<file path="src/rtl/game_pkg.sv">
// Shared constants, FSM state type and popcount helper for the whack-a-mole game slice.
package game_pkg;

  localparam int NUM_MOLES         = 18;
  localparam int IDX_W             = 5;
  localparam int MOLE_LIFE_DEFAULT = 3;

  typedef enum logic [1:0] {
    IDLE  = 2'd0,
    RUN   = 2'd1,
    DRAIN = 2'd2
  } state_t;

  // Number of set bits; the result fits IDX_W because NUM_MOLES < 2**IDX_W.
  function automatic logic [IDX_W-1:0] popcount(input logic [NUM_MOLES-1:0] v);
    logic [IDX_W-1:0] n;
    n = '0;
    for (int i = 0; i < NUM_MOLES; i++) begin
      n = n + IDX_W'(v[i]);
    end
    return n;
  endfunction

endpackage

</file>
<file path="src/rtl/event_pulser.sv">
// Saturating pending-event counter that serialises queued events into one-cycle pulses.
module event_pulser #(
  parameter int PEND_W = 5,
  parameter int ADD_W  = 5
) (
  input  logic             CLOCK_50,
  input  logic             rst,
  input  logic [ADD_W-1:0] add_cnt,
  output logic             pulse,
  output logic             drained
);

  localparam int              SUM_W    = PEND_W + 1;
  localparam logic [SUM_W-1:0] PEND_MAX = {1'b0, {PEND_W{1'b1}}};

  logic [PEND_W-1:0] pend_q, pend_d;
  logic              pulse_q, pulse_d;
  logic [SUM_W-1:0]  sum, sat;

  // New events are folded in before the pulse decision so a fresh event pulses next cycle.
  always_comb begin
    sum     = {1'b0, pend_q} + SUM_W'(add_cnt);
    sat     = (sum > PEND_MAX) ? PEND_MAX : sum;
    pulse_d = (sat != '0);
    pend_d  = sat[PEND_W-1:0] - PEND_W'(pulse_d);
  end

  always_ff @(posedge CLOCK_50) begin
    if (rst) begin
      pend_q  <= '0;
      pulse_q <= 1'b0;
    end else begin
      pend_q  <= pend_d;
      pulse_q <= pulse_d;
    end
  end

  assign pulse   = pulse_q;
  assign drained = (pend_q == '0);

endmodule

</file>
<file path="src/rtl/mole_controller.sv">
// Mole spawner/ager/judge producing hit and miss pulses for the score updater.
// Define MOLE_TIMEOUT_MISS_EN to charge a miss for every mole that expires unhit.
module mole_controller #(
  parameter int NUM_MOLES  = game_pkg::NUM_MOLES,
  parameter int MOLE_LIFE  = game_pkg::MOLE_LIFE_DEFAULT,
  parameter int MAX_ACTIVE = 4,
  parameter int PEND_W     = 5
) (
  input  logic                 CLOCK_50,
  input  logic                 rst,
  input  logic                 enable,
  input  logic                 spawn_tick,
  input  logic [4:0]           random_idx,
  input  logic [NUM_MOLES-1:0] edge_detect,
  output logic [NUM_MOLES-1:0] mole_leds,
  output logic [4:0]           active_count,
  output logic                 hit_pulse,
  output logic                 miss_pulse
);
  import game_pkg::*;

  localparam int AGE_W = $clog2(MOLE_LIFE + 1);

  state_t               state_q, state_d;
  logic [NUM_MOLES-1:0] mole_leds_q, mole_leds_d;
  logic [AGE_W-1:0]     age_q [NUM_MOLES];
  logic [AGE_W-1:0]     age_d [NUM_MOLES];
  logic [IDX_W-1:0]     active_q, active_d;

  logic [IDX_W-1:0]     fold_idx, spawn_idx;
  logic                 spawn_ok;
  logic [NUM_MOLES-1:0] hit_vec, miss_vec, expire_vec;
  logic [AGE_W-1:0]     age_inc;
  logic                 spawn_here;
  logic [IDX_W-1:0]     hit_cnt, miss_cnt;
  logic                 hit_drained, miss_drained;

  // NOTE: every combinational output gets a default first, so no path can infer a latch.
  always_comb begin
    state_d     = state_q;
    mole_leds_d = mole_leds_q;
    age_d       = age_q;
    hit_vec     = '0;
    miss_vec    = '0;
    expire_vec  = '0;
    age_inc     = '0;
    spawn_here  = 1'b0;
    hit_cnt     = '0;
    miss_cnt    = '0;

    fold_idx  = random_idx - IDX_W'(NUM_MOLES);
    if (random_idx < IDX_W'(NUM_MOLES)) begin
      spawn_idx = random_idx;
    end else if (fold_idx < IDX_W'(NUM_MOLES)) begin
      spawn_idx = fold_idx;
    end else begin
      spawn_idx = '0;
    end
    spawn_ok = spawn_tick && (active_q != IDX_W'(MAX_ACTIVE)) && !mole_leds_q[spawn_idx];

    unique case (state_q)
      IDLE: begin
        if (enable) state_d = RUN;
      end
      RUN: begin
        if (!enable) begin
          // Moles vanish on game stop without being charged as misses.
          state_d     = DRAIN;
          mole_leds_d = '0;
        end else begin
          for (int j = 0; j < NUM_MOLES; j++) begin
            spawn_here    = spawn_ok && (spawn_idx == IDX_W'(j));
            age_inc       = age_q[j] + AGE_W'(1);
            hit_vec[j]    = edge_detect[j] && mole_leds_q[j];
            miss_vec[j]   = edge_detect[j] && !mole_leds_q[j];
            expire_vec[j] = spawn_tick && mole_leds_q[j] && (age_inc == AGE_W'(MOLE_LIFE));
            mole_leds_d[j] = (mole_leds_q[j] && !hit_vec[j] && !expire_vec[j]) || spawn_here;
            if (spawn_here) begin
              age_d[j] = '0;
            end else if (spawn_tick && mole_leds_q[j]) begin
              age_d[j] = age_inc;
            end
          end
          hit_cnt = popcount(hit_vec);
`ifdef MOLE_TIMEOUT_MISS_EN
          miss_cnt = popcount(miss_vec) + popcount(expire_vec & ~hit_vec);
`else
          miss_cnt = popcount(miss_vec);
`endif
        end
      end
      DRAIN: begin
        if (hit_drained && miss_drained) state_d = IDLE;
      end
      default: state_d = IDLE;
    endcase

    active_d = popcount(mole_leds_d);
  end

  // NOTE: sequential state uses non-blocking assignments so every flop samples pre-edge values.
  always_ff @(posedge CLOCK_50) begin
    if (rst) begin
      state_q     <= IDLE;
      mole_leds_q <= '0;
      active_q    <= '0;
      // NOTE: the age array is a handful of flops, so it is reset outright rather than left as memory.
      for (int j = 0; j < NUM_MOLES; j++) age_q[j] <= '0;
    end else begin
      state_q     <= state_d;
      mole_leds_q <= mole_leds_d;
      active_q    <= active_d;
      age_q       <= age_d;
    end
  end

  event_pulser #(.PEND_W(PEND_W), .ADD_W(IDX_W)) u_hit_pulser (
    .CLOCK_50 (CLOCK_50),
    .rst      (rst),
    .add_cnt  (hit_cnt),
    .pulse    (hit_pulse),
    .drained  (hit_drained)
  );

  event_pulser #(.PEND_W(PEND_W), .ADD_W(IDX_W)) u_miss_pulser (
    .CLOCK_50 (CLOCK_50),
    .rst      (rst),
    .add_cnt  (miss_cnt),
    .pulse    (miss_pulse),
    .drained  (miss_drained)
  );

  assign mole_leds    = mole_leds_q;
  assign active_count = active_q;

endmodule
</file>
<file path="config.mk">
export PLATFORM = sky130hd
export DESIGN_NAME = mole_controller
export DESIGN_NICKNAME = d
export VERILOG_FILES = /design/src/rtl/game_pkg.sv /design/src/rtl/event_pulser.sv /design/src/rtl/mole_controller.sv
export SDC_FILE = /design/constraint.sdc
export NUM_CORES = 1
export LEC_CHECK = 0
export ABC_CLOCK_PERIOD_IN_PS = 7300
export BUFFER_PORTS_ARGS = -buffer_cell sky130_fd_sc_hd__buf_2
export CORE_MARGIN = 2
export CORE_UTILIZATION = 60
export CTS_CLUSTER_DIAMETER = 30
export DETAILED_ROUTE_END_ITERATION = 10
export PLACE_DENSITY = 0.81
export SETUP_SLACK_MARGIN = 0.1
export SLEW_MARGIN = 40
export SYNTH_ARGS = -nofsm -noshare
export SYNTH_HDL_FRONTEND = slang
export SYNTH_HIERARCHICAL = 1
export SYNTH_SLANG_ARGS = --single-unit
</file>
<file path="constraint.sdc">
create_clock -name CLOCK_50 -period 7.3 [get_ports CLOCK_50]
set_input_delay 0.73 -clock CLOCK_50 [delete_from_list [all_inputs] [get_ports CLOCK_50]]
set_output_delay 0.73 -clock CLOCK_50 [all_outputs]
set_load 0.02 [all_outputs]
</file>
# Word-level counts from Yosys, hierarchy flattened
# Index checks and enable logic that the tools add are counted.
[classes] bitwise=0 eq_ne=41 reduce_logical=245 n_mul=0 n_shift=0 add_sub_neg=74 div_mod_pow=0 muxes=52 n_lt_le_gt_ge=5
[ops] op="5-bit by 1-bit adder with 5-bit output" count=39
[ops] op="1-bit logical AND" count=129
[ops] op="2-bit two-way mux" count=39
[ops] op="3-bit AND reduction" count=19
[ops] op="1-bit zero test" count=55
[ops] op="5-bit by 4-bit equality test with 1-bit output (second input constant)" count=8
[ops] op="2-bit equality test (second input constant)" count=19
[ops] op="2-bit by 1-bit adder with 2-bit output (second input constant)" count=18
[ops] op="18-bit two-way mux" count=2
[ops] op="2-bit nonzero test" count=18
[ops] op="5-bit two-way mux" count=6
[ops] op="5-bit by 3-bit equality test with 1-bit output (second input constant)" count=4
[ops] op="1-bit logical OR" count=18
[ops] op="4-bit by 1-bit adder with 5-bit output" count=3
[ops] op="5-bit zero test" count=3
[ops] op="3-bit by 1-bit adder with 4-bit output" count=3
[ops] op="5-bit by 5-bit adder with 6-bit output" count=2
[ops] op="6-bit by 5-bit > comparator with 1-bit output (second input constant)" count=2
[ops] op="6-bit two-way mux" count=2
[ops] op="6-bit nonzero test" count=2
[ops] op="5-bit by 2-bit equality test with 1-bit output (second input constant)" count=2
[ops] op="5-bit equality test (second input constant)" count=2
[ops] op="5-bit less-than comparator (second input constant)" count=2
[ops] op="5-bit by 1-bit subtractor with 5-bit output" count=2
[ops] op="other kinds (12)" count=18
[totals] output_inout_bits=25 mem_bits_rw=0 wordCells=442 regBits=73 n_memories=0 input_bits=27 rom_bits=0 latchBits=0

# Depth between registers and ports, before layout
# Gate-level depths: netlist of the first run.
[logic_depth] depth_word=29 mapped_depth=27 ltp_nobuf=26

# Hierarchy
# The synthesis of the first run kept the hierarchy.
[modules_own_cells] module="mole_controller" cells_per_inst=593 n_inst=1 seq_area_each_um2=1221.2 area_per_inst_um2=4983.5
[modules_own_cells] module="event_pulser" cells_per_inst=62 n_inst=2 seq_area_each_um2=120.1 area_per_inst_um2=534.3

# Worst setup path after synthesis of the first run
# OpenSTA, ideal clock, no wires.
[synth_path] path_type="input to register" startpoint="input port edge_detect[11]" endpoint="register u_miss_pulser.pend_q[4]" n_path_buf=0 path_stages=25 setup_slack_ps=709 required_ps=7184 arrival_ps=6475 setup_time_ps=116 cell_sequence="nor2b_1 > fa_1 > inv_1 > fa_1 > inv_1 > fa_1 > inv_1 > fa_1 > fa_1 > inv_1 > ha_1 > fa_1 > a21o_1 > a21oi_1 > nor2_1 > ha_1 > inv_1 > o22ai_1 > nor2_1 > nand2_1 > ha_1 > ha_1 > a21bo_2 > or3_1 > o211a_1"
[synth_via] elab_chain_len=15
[synth_lines] item="from (decl)" line="mole_controller.sv:14" text="input logic [NUM_MOLES-1:0] edge_detect,"
[synth_lines] item="1-bit logical AND *" line="mole_controller.sv:75" text="miss_vec[j] = edge_detect[j] && !mole_leds_q[j];"
[synth_lines] item="5-bit by 1-bit adder with 5-bit output * (7 in a row)" line="game_pkg.sv:19" text="n = n + IDX_W'(v[i]);"
[synth_lines] item="5-bit two-way mux *" line="mole_controller.sv:66" text="if (!enable) begin"
[synth_lines] item="5-bit two-way mux *" line="mole_controller.sv:61" text="unique case (state_q)"
[synth_lines] item="via miss_cnt[4]" line="mole_controller.sv:35" text="logic [IDX_W-1:0] hit_cnt, miss_cnt;"
[synth_lines] item="5-bit by 5-bit adder with 6-bit output *" line="event_pulser.sv:22" text="sum = {1'b0, pend_q} + SUM_W'(add_cnt);"
[synth_lines] item="6-bit by 5-bit > comparator with 1-bit output" line="event_pulser.sv:23" text="sat = (sum > PEND_MAX) ? PEND_MAX : sum;"
[synth_lines] item="6-bit two-way mux *" line="event_pulser.sv:23"
[synth_lines] item="6-bit nonzero test *" line="event_pulser.sv:24" text="pulse_d = (sat != '0);"
[synth_lines] item="via u_miss_pulser.pulse_d" line="event_pulser.sv:17" text="logic pulse_q, pulse_d;"
[synth_lines] item="5-bit by 1-bit subtractor with 5-bit output *" line="event_pulser.sv:25" text="pend_d = sat[PEND_W-1:0] - PEND_W'(pulse_d);"
[synth_lines] item="to (signal assigned)" line="event_pulser.sv:33" text="pend_q <= pend_d;"
[synth_lines] item="to (decl)" line="event_pulser.sv:16" text="logic [PEND_W-1:0] pend_q, pend_d;"
# Mark *: on every way through the listed nets, which the timed path passes. The rest lies on a longest branch.
# A chain may end at the register's enable or synchronous reset.

# Worst setup path in the final report of the first run
# Ends and elaborated chain as after synthesis.

==> metrics.cfg, run 1 <==
[route]
highest_layer=met4
drt_iter0_drc=623
wl_mm=16.3
post_route_m1_wl_mm=6.67
route.detailed.wl_per_inst_um=18.2
dr_total_vias=5615
ant_nets=0
drc_errors=0
wl_met2_mm=7.78
viasPerCell=6.27
total_length_of_routed_met3_wires_mm=1.25
drt_first_pass_iters=5

[layout]
finalCoreUtilization_pct=67.7
area_growth_syn_to_layout_pct=9.32
num-fill-cells=807
post_route_cells_drive_above_1_share_pct=12.8
diodes=0
finalNonFillerCells=896
num-nets-final=882
multiInputGateArea_sq_um=4190
final-seq-area_sq_um=1460

[logic_synthesis]
syn_area_per_cell_sq_um=8.44
netlist_instances=717
ys_async_sr_fraction_pct=0
synth-edff-count=0
number_of_register_bits_inferred_by_synthesis=73
synthFlopType=sky130_fd_sc_hd__dfxtp_1
netlist_area_sq_um=6050
synth.yosys.seq_area_share_pct=24.1
synth_fp_nets=840
yosysWarningCount=6
synthDistinctLibCells=65

[critical_path]
worst_setup_path_end_kind=flip-flop
crit_start=edge_detect[11]
critical_path.max_fanout=6
path_class=primary input to flip-flop
cp.depth=27
crit_required_ns=7.61
cp_launch_type=primary input
critPathMaxStageDelay_ns=0.56
crit_path_end=u_miss_pulser/pend_q[4]
timing.critical_path.mode_cell=sky130_fd_sc_hd__fa_1
cp.buffers_inverters=6
worst_path_max_delay_cell=sky130_fd_sc_hd__fa_1
timing.reg2reg.setup_slack_ns=0.48
timing.critical_path.arrival_ns=7.14
critical_path.reg2reg.startpoint=mole_leds[11]
worstReg2RegEnd=u_miss_pulser/pend_q[4]
kind_of_cell_adding_the_most_delay_to_the_critical_path=adder cells
worst_case_reg_to_reg_path_depth=26

[timing]
timing_worst_slew_pin_value_ns=0.844
layout_worst_path_cycle_share_pct=93.6
slew_hr_pct=43.7
drv_slew=0
fin_worst_skew_ns=0.0195
layout_min_cycle_time_ns=6.83
postLayoutSetupSlackWorst_ns=0.467
sum_neg_setup_slack_ns=0
setup_viol=0
rsz0062_at_grt=false
whs_ns=0.484
fmaxAchievable_ghz=0.146
count_of_final_hold_check_violations=0

[floorplan]
design.die.area_sq_um=10900
die-width_um=104
initial_utilization_pct=61.9
die_h_um=104
design.portCount=52
core-area_sq_um=9770
rows=36

[clocking]
cts.sink_count=73
cts_repair_resize_count=0
tritoncts=yes
htree_levels=3
cts_made_buffers=9
cts_root_buf=sky130_fd_sc_hd__clkbuf_8
clock_tree.buffer_depth=2
post-cts-setup-buffer-count=0
clk_latency_worst_skew_pair_ns=0.37
hold_buffers=0
clk_transition_reported_paths_ns=0.08

[power_and_ir_drop]
leakage_nw=2.93
cellPowerDensity_nw_per_um2=205
ir_worst_vdd_uv=132

[global_route]
antenna_found_initial=0
grt.overflow.total=0
grt_pass1_wl_mm=26.4
largest_net_degree_at_the_start_of_global_routing=81
via_count_of_the_first_global_routing_pass=5504
gr-usage-all-layers_pct=30.2

[min_path]
timing.hold.worst.class=flip-flop to flip-flop

[flow_run]
timing.max_cap.violations=0

[placed_design]
io_buffers=51
half_perimeter_wire_length_after_placement_mm=12.3
dpl.cell_count=880
preCtsSetupSlack_ns=0.150
gpl.final_weighted_congestion=0.966

[status]
outcome=completed

==> final cells by class <==
| class | count | share of cell area, % |
|---|---|---|
| multi-input cells | 543 | 63.3 |
| clock inverters | 3 | 0.605 |
| clock buffers | 12 | 2.34 |
| flip-flops and latches | 73 | 22.1 |
| inverters | 70 | 3.97 |
| repair buffers | 62 | 5.16 |
| well taps | 133 | 2.52 |
==> power breakdown <==
group	total [mW]	switching (mW)	internal [mW]
Sequential	0.444	0.0167	0.428
Clock	0.331	0.157	0.174
Combinational	0.581	0.321	0.261
==> registers in the layout, summed over array words and instances (netlist names) <==
register	flops
age_q	36
mole_leds	18
active_count	5
u_hit_pulser/pend_q	5
u_miss_pulser/pend_q	5
state_q	2
u_hit_pulser/pulse	1
u_miss_pulser/pulse	1
==> cell families (layout without fill, tap and decap cells) <==
kind of cell / after synthesis / count (layout) / share of synthesized area [%]
adder cells (fa/ha/maj): 96 / 96 / 24.6
flip-flops: 73 / 73 / 24.1
AND/OR/NAND/NOR: 240 / 240 / 19.8
multiplexers: 13 / 13 / 2.17
XOR/XNOR: 15 / 15 / 2.63
buffers and inverters: 101 / 147 / 6.68
AO/OA/AOI/OAI: 179 / 179 / 20.0
==> worst register-to-register path: cells and delay by family, from the launching register on <==
kind / cells / cell delay, ns
fa+ha+maj: 10 / 3.98
simple gates: 4 / 0.41
buf+inv: 5 / 0.31
compound gates: 7 / 1.59
flops: 1 / 0.50
==> stage by stage <==
step	power (mW)	instance area [sq um]
6_report	1.36	6620
3_3_place_gp	0.996	6410
5_1_grt	1.45	6620
3_5_place_dp	1.03	6410
4_1_cts	1.35	6600
2_1_floorplan	0.892	6050
==> synth_stat cells, types with 18 or more instances <==
library cell | instances | area (sq um)
sky130_fd_sc_hd__a211oi_1 | 18 | 135
sky130_fd_sc_hd__a21oi_1 | 50 | 250
sky130_fd_sc_hd__clkbuf_1 | 23 | 86.3
sky130_fd_sc_hd__dfxtp_1 | 73 | 1460
sky130_fd_sc_hd__fa_1 | 38 | 761
sky130_fd_sc_hd__ha_1 | 58 | 726
sky130_fd_sc_hd__inv_1 | 69 | 259
sky130_fd_sc_hd__nand2_1 | 59 | 221
sky130_fd_sc_hd__nand3_1 | 18 | 90.1
sky130_fd_sc_hd__nor2_1 | 60 | 225
sky130_fd_sc_hd__nor3_1 | 20 | 100
sky130_fd_sc_hd__o21ai_0 | 25 | 125
==> how the worst min path moves through the flow <==
stage,from,endpoint,cells after the start
after floorplan,age_q[4],age_q[4],1
after global placement,age_q[4],age_q[4],1
after detailed placement,age_q[32],age_q[32],1
after CTS,age_q[16],age_q[16],2
after global routing,age_q[32],age_q[32],1
final,state_q[1],state_q[0],1
==> per-layer routing <==
metal,vias up,global-route usage [%]
li1,2606,-
met1,2674,36.6
met2,277,52.1
met3,58,6.08
met4,0,12.7
met5,-,0
==> layout by cell type, fill, tap and decap left out, types with 4 or more instances in the layout <==
cell type	instances
sky130_fd_sc_hd__dfxtp_1	73
sky130_fd_sc_hd__inv_1	69
sky130_fd_sc_hd__nand2_1	59
sky130_fd_sc_hd__nor2_1	59
sky130_fd_sc_hd__ha_1	58
sky130_fd_sc_hd__buf_2	51
sky130_fd_sc_hd__a21oi_1	50
sky130_fd_sc_hd__fa_1	38
sky130_fd_sc_hd__o21ai_0	25
sky130_fd_sc_hd__nor3_1	20
sky130_fd_sc_hd__nand3_1	18
sky130_fd_sc_hd__a211oi_1	18
sky130_fd_sc_hd__nor2b_1	12
sky130_fd_sc_hd__mux2i_1	12
sky130_fd_sc_hd__or3_1	12
sky130_fd_sc_hd__nand2b_1	11
sky130_fd_sc_hd__clkbuf_8	11
sky130_fd_sc_hd__buf_4	10
sky130_fd_sc_hd__a21o_1	9
sky130_fd_sc_hd__xnor2_1	8
sky130_fd_sc_hd__and2_1	7
sky130_fd_sc_hd__a31oi_1	7
sky130_fd_sc_hd__o22ai_1	7
sky130_fd_sc_hd__o21a_1	7
sky130_fd_sc_hd__or4_1	7
sky130_fd_sc_hd__or2_2	6
sky130_fd_sc_hd__nand3b_1	6
sky130_fd_sc_hd__o31a_1	6
sky130_fd_sc_hd__and3_1	6
sky130_fd_sc_hd__nor4_1	5
sky130_fd_sc_hd__o32ai_1	5
sky130_fd_sc_hd__xor2_1	5
sky130_fd_sc_hd__o31ai_1	5
sky130_fd_sc_hd__a21bo_2	4
Note: power is estimated with default switching activity, not from simulation.
==> inputs of run 2 (changes only) <==
Settings changed: CORE_UTILIZATION 60 to 45, CTS_CLUSTER_DIAMETER 30 to 100, PLACE_DENSITY 0.81 to 0.64.
==> run 2 against run 1 <==
Against the previous run: clock-buffer cell count fell by 1; flip-flop and latch count did not move; setup slack improved by 0.14 ns; largest cell class unchanged; highest routed layer unchanged.
==> metrics.cfg, run 2 (same netlist as run 1, synthesis figures left out) <==
[status]
outcome=completed

[timing]
slew_hr_pct=53.2
sum_neg_setup_slack_ns=0
layout_min_cycle_time_ns=6.70
postLayoutSetupSlackWorst_ns=0.605
drv_slew=0
setup_viol=0
layout_worst_path_cycle_share_pct=91.7
count_of_final_hold_check_violations=0
fin_worst_skew_ns=0.00873
timing_worst_slew_pin_value_ns=0.693
fmaxAchievable_ghz=0.149
rsz0062_at_grt=false

[floorplan]
core-area_sq_um=13200
design.portCount=52
die-width_um=120
rows=42
design.die.area_sq_um=14400
die_h_um=120
initial_utilization_pct=45.9

[clocking]
cts_root_buf=sky130_fd_sc_hd__clkbuf_16
clock_tree.buffer_depth=2
tritoncts=yes
clk_latency_worst_skew_pair_ns=0.35
htree_levels=3
cts_made_buffers=9
hold_buffers=0
post-cts-setup-buffer-count=0
clk_transition_reported_paths_ns=0.06
cts.sink_count=73
cts_repair_resize_count=0

[placed_design]
gpl.final_weighted_congestion=0.909
detailed_place.area_sq_um=6490
half_perimeter_wire_length_after_placement_mm=12.9
dpl.cell_count=927
io_buffers=51
preCtsSetupSlack_ns=0.282

[global_route]
largest_net_degree_at_the_start_of_global_routing=81
grt.overflow.total=0
antenna_found_initial=0
grt_pass1_wl_mm=27.8
gr-usage-all-layers_pct=24.9
via_count_of_the_first_global_routing_pass=5433

[route]
dr_total_vias=5380
route.detailed.wl_per_inst_um=18.0
drt_iter0_drc=377
ant_nets=0
drt_first_pass_iters=6
viasPerCell=5.71
wl_mm=16.9
drc_errors=0

[layout]
num-fill-cells=1247
finalNonFillerCells=943
layout_commonest_cell=sky130_fd_sc_hd__dfxtp_1
top_register=age_q
post_route_cells_drive_above_1_share_pct=13.2
max_ffs_per_register=36
area_growth_syn_to_layout_pct=12.9
final-seq-area_sq_um=1460
multiInputGateArea_sq_um=4190
most-common-layout-cells=73 x sky130_fd_sc_hd__dfxtp_1, 69 x sky130_fd_sc_hd__inv_1, 60 x sky130_fd_sc_hd__nor2_1
finished_cell_area_sq_um=6830
diodes=0
num-nets-final=885

[critical_path]
path_class=primary input to flip-flop
worst_setup_path_end_kind=flip-flop
critical_path.max_fanout=6
crit_required_ns=7.59
critical_path.reg2reg.startpoint=mole_leds[1]
crit_start=edge_detect[11]
worst_case_reg_to_reg_path_depth=24
timing.critical_path.arrival_ns=6.98
cp_launch_type=primary input

[power_and_ir_drop]
p_switching_mw=0.516
power_frac_seq_pct=28.9
switching_share_of_power_pct=33.5
leakage_nw=3.00
comb_power_share_pct=37.6
cellPowerDensity_nw_per_um2=226
pwr-share-clk_pct=33.4
p_int_mw=1.02
totalPowerFinal_mw=1.54
ir_worst_vdd_uv=99.6

[min_path]
timing.hold.worst.class=flip-flop to flip-flop
holdPathStages=2
worst_hold_startpoint=age_q[16]

[flow_run]
timing.max_cap.violations=0

-- run 2: cell count changes in the layout (fill, tap and decap cells not counted), sizes merged --
cell / previous run / this run
clkbuf: 12 / 11
buf: 62 / 65
bufinv: 1 / 3
-- run 2: power by group through the flow --
stage	clock network (mW)	registers (mW)	logic (mW)
2_1_floorplan	0	0.456	0.435
3_3_place_gp	0	0.455	0.563
3_5_place_dp	0	0.454	0.577
4_1_cts	0.522	0.446	0.582
5_1_grt	0.543	0.450	0.657
6_report	0.515	0.446	0.580
-- run 2: worst paths after layout --
path         slack [ns]                       to
max reg2reg        0.65   u_hit_pulser/pend_q[4]
max                0.60  u_miss_pulser/pend_q[4]
min reg2reg        0.47                age_q[16]
min                0.47                age_q[16]
-- run 2: per-stage QoR --
step,util (%),hold WS (ns)
floorplan,-,0.438
global placement,49.2,0.451
detailed placement,49.2,0.463
CTS,51.8,0.476
global route,51.8,0.501
finish,51.8,0.470
-- run 2: layer usage --
layer | track usage, % | vias up | routed length (um)
met5 | 0 | - | 0
met3 | 4.18 | 36 | 829
li1 | - | 2608 | -
met4 | 9.71 | 0 | 544
met2 | 42.6 | 171 | 8200
met1 | 31.2 | 2565 | 7380
-- run 2: worst max-delay path: stages --
cell                      delay [ns]
sky130_fd_sc_hd__buf_2          0.11
sky130_fd_sc_hd__nor2b_1        0.14
sky130_fd_sc_hd__fa_1           0.55
sky130_fd_sc_hd__inv_1          0.06
sky130_fd_sc_hd__fa_1           0.51
sky130_fd_sc_hd__inv_1          0.05
sky130_fd_sc_hd__fa_1           0.47
sky130_fd_sc_hd__inv_1          0.06
sky130_fd_sc_hd__fa_1           0.51
sky130_fd_sc_hd__fa_1           0.55
sky130_fd_sc_hd__inv_1          0.05
sky130_fd_sc_hd__ha_1           0.21
sky130_fd_sc_hd__fa_1           0.42
sky130_fd_sc_hd__and3_1         0.21
sky130_fd_sc_hd__fa_1           0.46
sky130_fd_sc_hd__xor2_1         0.42
sky130_fd_sc_hd__or4_1          0.18
sky130_fd_sc_hd__nor2_1         0.05
sky130_fd_sc_hd__nand2_1        0.06
sky130_fd_sc_hd__ha_1           0.16
sky130_fd_sc_hd__ha_1           0.19
sky130_fd_sc_hd__a21bo_2        0.24
sky130_fd_sc_hd__o32a_1         0.27
sky130_fd_sc_hd__o21ai_0        0.16
sky130_fd_sc_hd__o211a_1        0.16
-- run 2: area by class of cell --
class	instances	area share [%]
well taps	176	3.22
clock inverters	5	1.52
flip-flops and latches	73	21.4
multi-input cells	543	61.3
repair buffers	65	5.33
inverters	70	3.85
clock buffers	11	3.41
==> inputs of run 3 (changes only) <==
Settings changed: CTS_CLUSTER_SIZE set to 8, HOLD_SLACK_MARGIN set to 0.1, RECOVER_POWER set to 100.
==> run 3 against run 2 <==
Against the previous run: global-route usage stayed put; utilization is 0.62 points lower; die area stayed put; register-to-register slack hardly changed; clock-buffer cell count stayed put; hold slack better by 0.0014 ns; first-iteration DRC count is 13% lower; final area is 1.2% lower; non-clock buffer count stayed put; maximum frequency is 1.0% lower; total power is 0.32% lower.
==> metrics.cfg, run 3 (same netlist as run 1, synthesis figures left out) <==
[clocking]
cts_made_buffers=9
cts_repair_resize_count=0
cts.sink_count=73
clk_latency_worst_skew_pair_ns=0.35
cts_root_buf=sky130_fd_sc_hd__clkbuf_16
hold_buffers=0
htree_levels=3
tritoncts=yes
clk_transition_reported_paths_ns=0.06
clock_tree.buffer_depth=2
post-cts-setup-buffer-count=0

[global_route]
via_count_of_the_first_global_routing_pass=5433
grt.overflow.total=0
gr-usage-all-layers_pct=24.9
grt_pass1_wl_mm=27.8
antenna_found_initial=0
largest_net_degree_at_the_start_of_global_routing=81

[layout]
diodes=0
post_route_cells_drive_above_1_share_pct=7.95
most-common-layout-cells=73 x sky130_fd_sc_hd__dfxtp_1, 69 x sky130_fd_sc_hd__inv_1, 62 x sky130_fd_sc_hd__nor2_1
top_register=age_q
max_ffs_per_register=36
num-nets-final=885
area_growth_syn_to_layout_pct=11.6
layout_commonest_cell=sky130_fd_sc_hd__dfxtp_1

[power_and_ir_drop]
totalPowerFinal_mw=1.54
cellPowerDensity_nw_per_um2=228
ir_worst_vdd_uv=99.3
leakage_nw=2.86

[critical_path]
critical_path.max_fanout=11
path_class=primary input to flip-flop
worst_setup_path_end_kind=flip-flop
timing.critical_path.arrival_ns=6.97
cp_launch_type=primary input
crit_required_ns=7.51

[route]
drc_errors=0
ant_nets=0
dr_total_vias=5361
wl_mm=16.9
drt_first_pass_iters=5
route.detailed.wl_per_inst_um=18.0
drt_iter0_drc=327
viasPerCell=5.69

[timing]
setup_viol=0
count_of_final_hold_check_violations=0
fin_worst_skew_ns=0.00926
fmaxAchievable_ghz=0.148
layout_worst_path_cycle_share_pct=92.6
slew_hr_pct=29.4
layout_min_cycle_time_ns=6.76
drv_slew=0
sum_neg_setup_slack_ns=0
rsz0062_at_grt=false
timing_worst_slew_pin_value_ns=1.06

[min_path]
timing.hold.worst.class=flip-flop to flip-flop

[floorplan]
die_h_um=120
design.portCount=52
core-area_sq_um=13200
design.die.area_sq_um=14400
die-width_um=120
initial_utilization_pct=45.9
rows=42

[placed_design]
io_buffers=51
half_perimeter_wire_length_after_placement_mm=12.9
gpl.final_weighted_congestion=0.909

[status]
outcome=completed

[flow_run]
timing.max_cap.violations=0

run 3: metal layers:
layer / wire length, um / track usage, % / vias to the layer above
li1: - / - / 2605
met1: 7430 / 31.2 / 2584
met2: 8280 / 42.6 / 139
met3: 742 / 4.18 / 33
met4: 493 / 9.71 / 0
met5: 0 / 0 / -
run 3: path summary, 6_finish.rpt:
check / startpoint / end / slack [ns] / depth (start not counted)
max: random_idx[2] / active_count[4] / 0.54 / 24
min: age_q[16] / age_q[16] / 0.47 / 2
max reg2reg: mole_leds[1] / u_hit_pulser/pend_q[4] / 0.64 / 25
min reg2reg: age_q[16] / age_q[16] / 0.47 / 2
run 3: where the power goes:
part | switching, mW | total (mW) | internal (mW) | leakage, nW
registers | 0.0178 | 0.446 | 0.428 | 0.591
logic | 0.318 | 0.576 | 0.258 | 2.10
clock network | 0.180 | 0.514 | 0.334 | 0.164
total | 0.516 | 1.54 | 1.02 | 2.86
run 3: metrics by stage:
stage          util [%]  setup WS [ns]  area [sq um]  hold slack [ns]  std cells
4_1_cts            51.8          0.629          6830            0.476        943
5_1_grt            51.2          0.144          6750            0.501        943
3_3_place_gp       49.2          0.381          6490            0.451        927
2_1_floorplan         -          0.709          6050            0.438        717
3_5_place_dp       49.2          0.282          6490            0.463        927
6_report           51.2          0.537          6750            0.472        943
run 3: worst max-delay path: stages:
cell and delay [ns]:
sky130_fd_sc_hd__clkbuf_1 0.11, sky130_fd_sc_hd__inv_1 0.15, sky130_fd_sc_hd__ha_1 0.30, sky130_fd_sc_hd__nand2b_1 0.13
sky130_fd_sc_hd__a21oi_1 0.20, sky130_fd_sc_hd__clkbuf_1 0.25, sky130_fd_sc_hd__or2_0 0.63, sky130_fd_sc_hd__mux2_2 0.42
sky130_fd_sc_hd__a211oi_1 0.22, sky130_fd_sc_hd__clkbuf_1 0.21, sky130_fd_sc_hd__nand2_1 0.10, sky130_fd_sc_hd__nand2_1 0.10
sky130_fd_sc_hd__fa_1 0.40, sky130_fd_sc_hd__inv_1 0.08, sky130_fd_sc_hd__fa_1 0.43, sky130_fd_sc_hd__fa_1 0.53
sky130_fd_sc_hd__fa_1 0.43, sky130_fd_sc_hd__fa_1 0.50, sky130_fd_sc_hd__inv_1 0.05, sky130_fd_sc_hd__ha_1 0.21
sky130_fd_sc_hd__fa_1 0.44, sky130_fd_sc_hd__a21o_1 0.17, sky130_fd_sc_hd__a21oi_1 0.13, sky130_fd_sc_hd__nor2_1 0.05
run 3: final cells by class:
| class | instances | area, sq um |
|---|---|---|
| tap | 176 | 220 |
| timing repair buffer | 65 | 307 |
| fill | 1269 | 6440 |
| sequential | 73 | 1460 |
| clock buffer | 11 | 233 |
| clock inverter | 5 | 104 |
| inverter | 70 | 263 |
| multi-input combinational | 543 | 4160 |
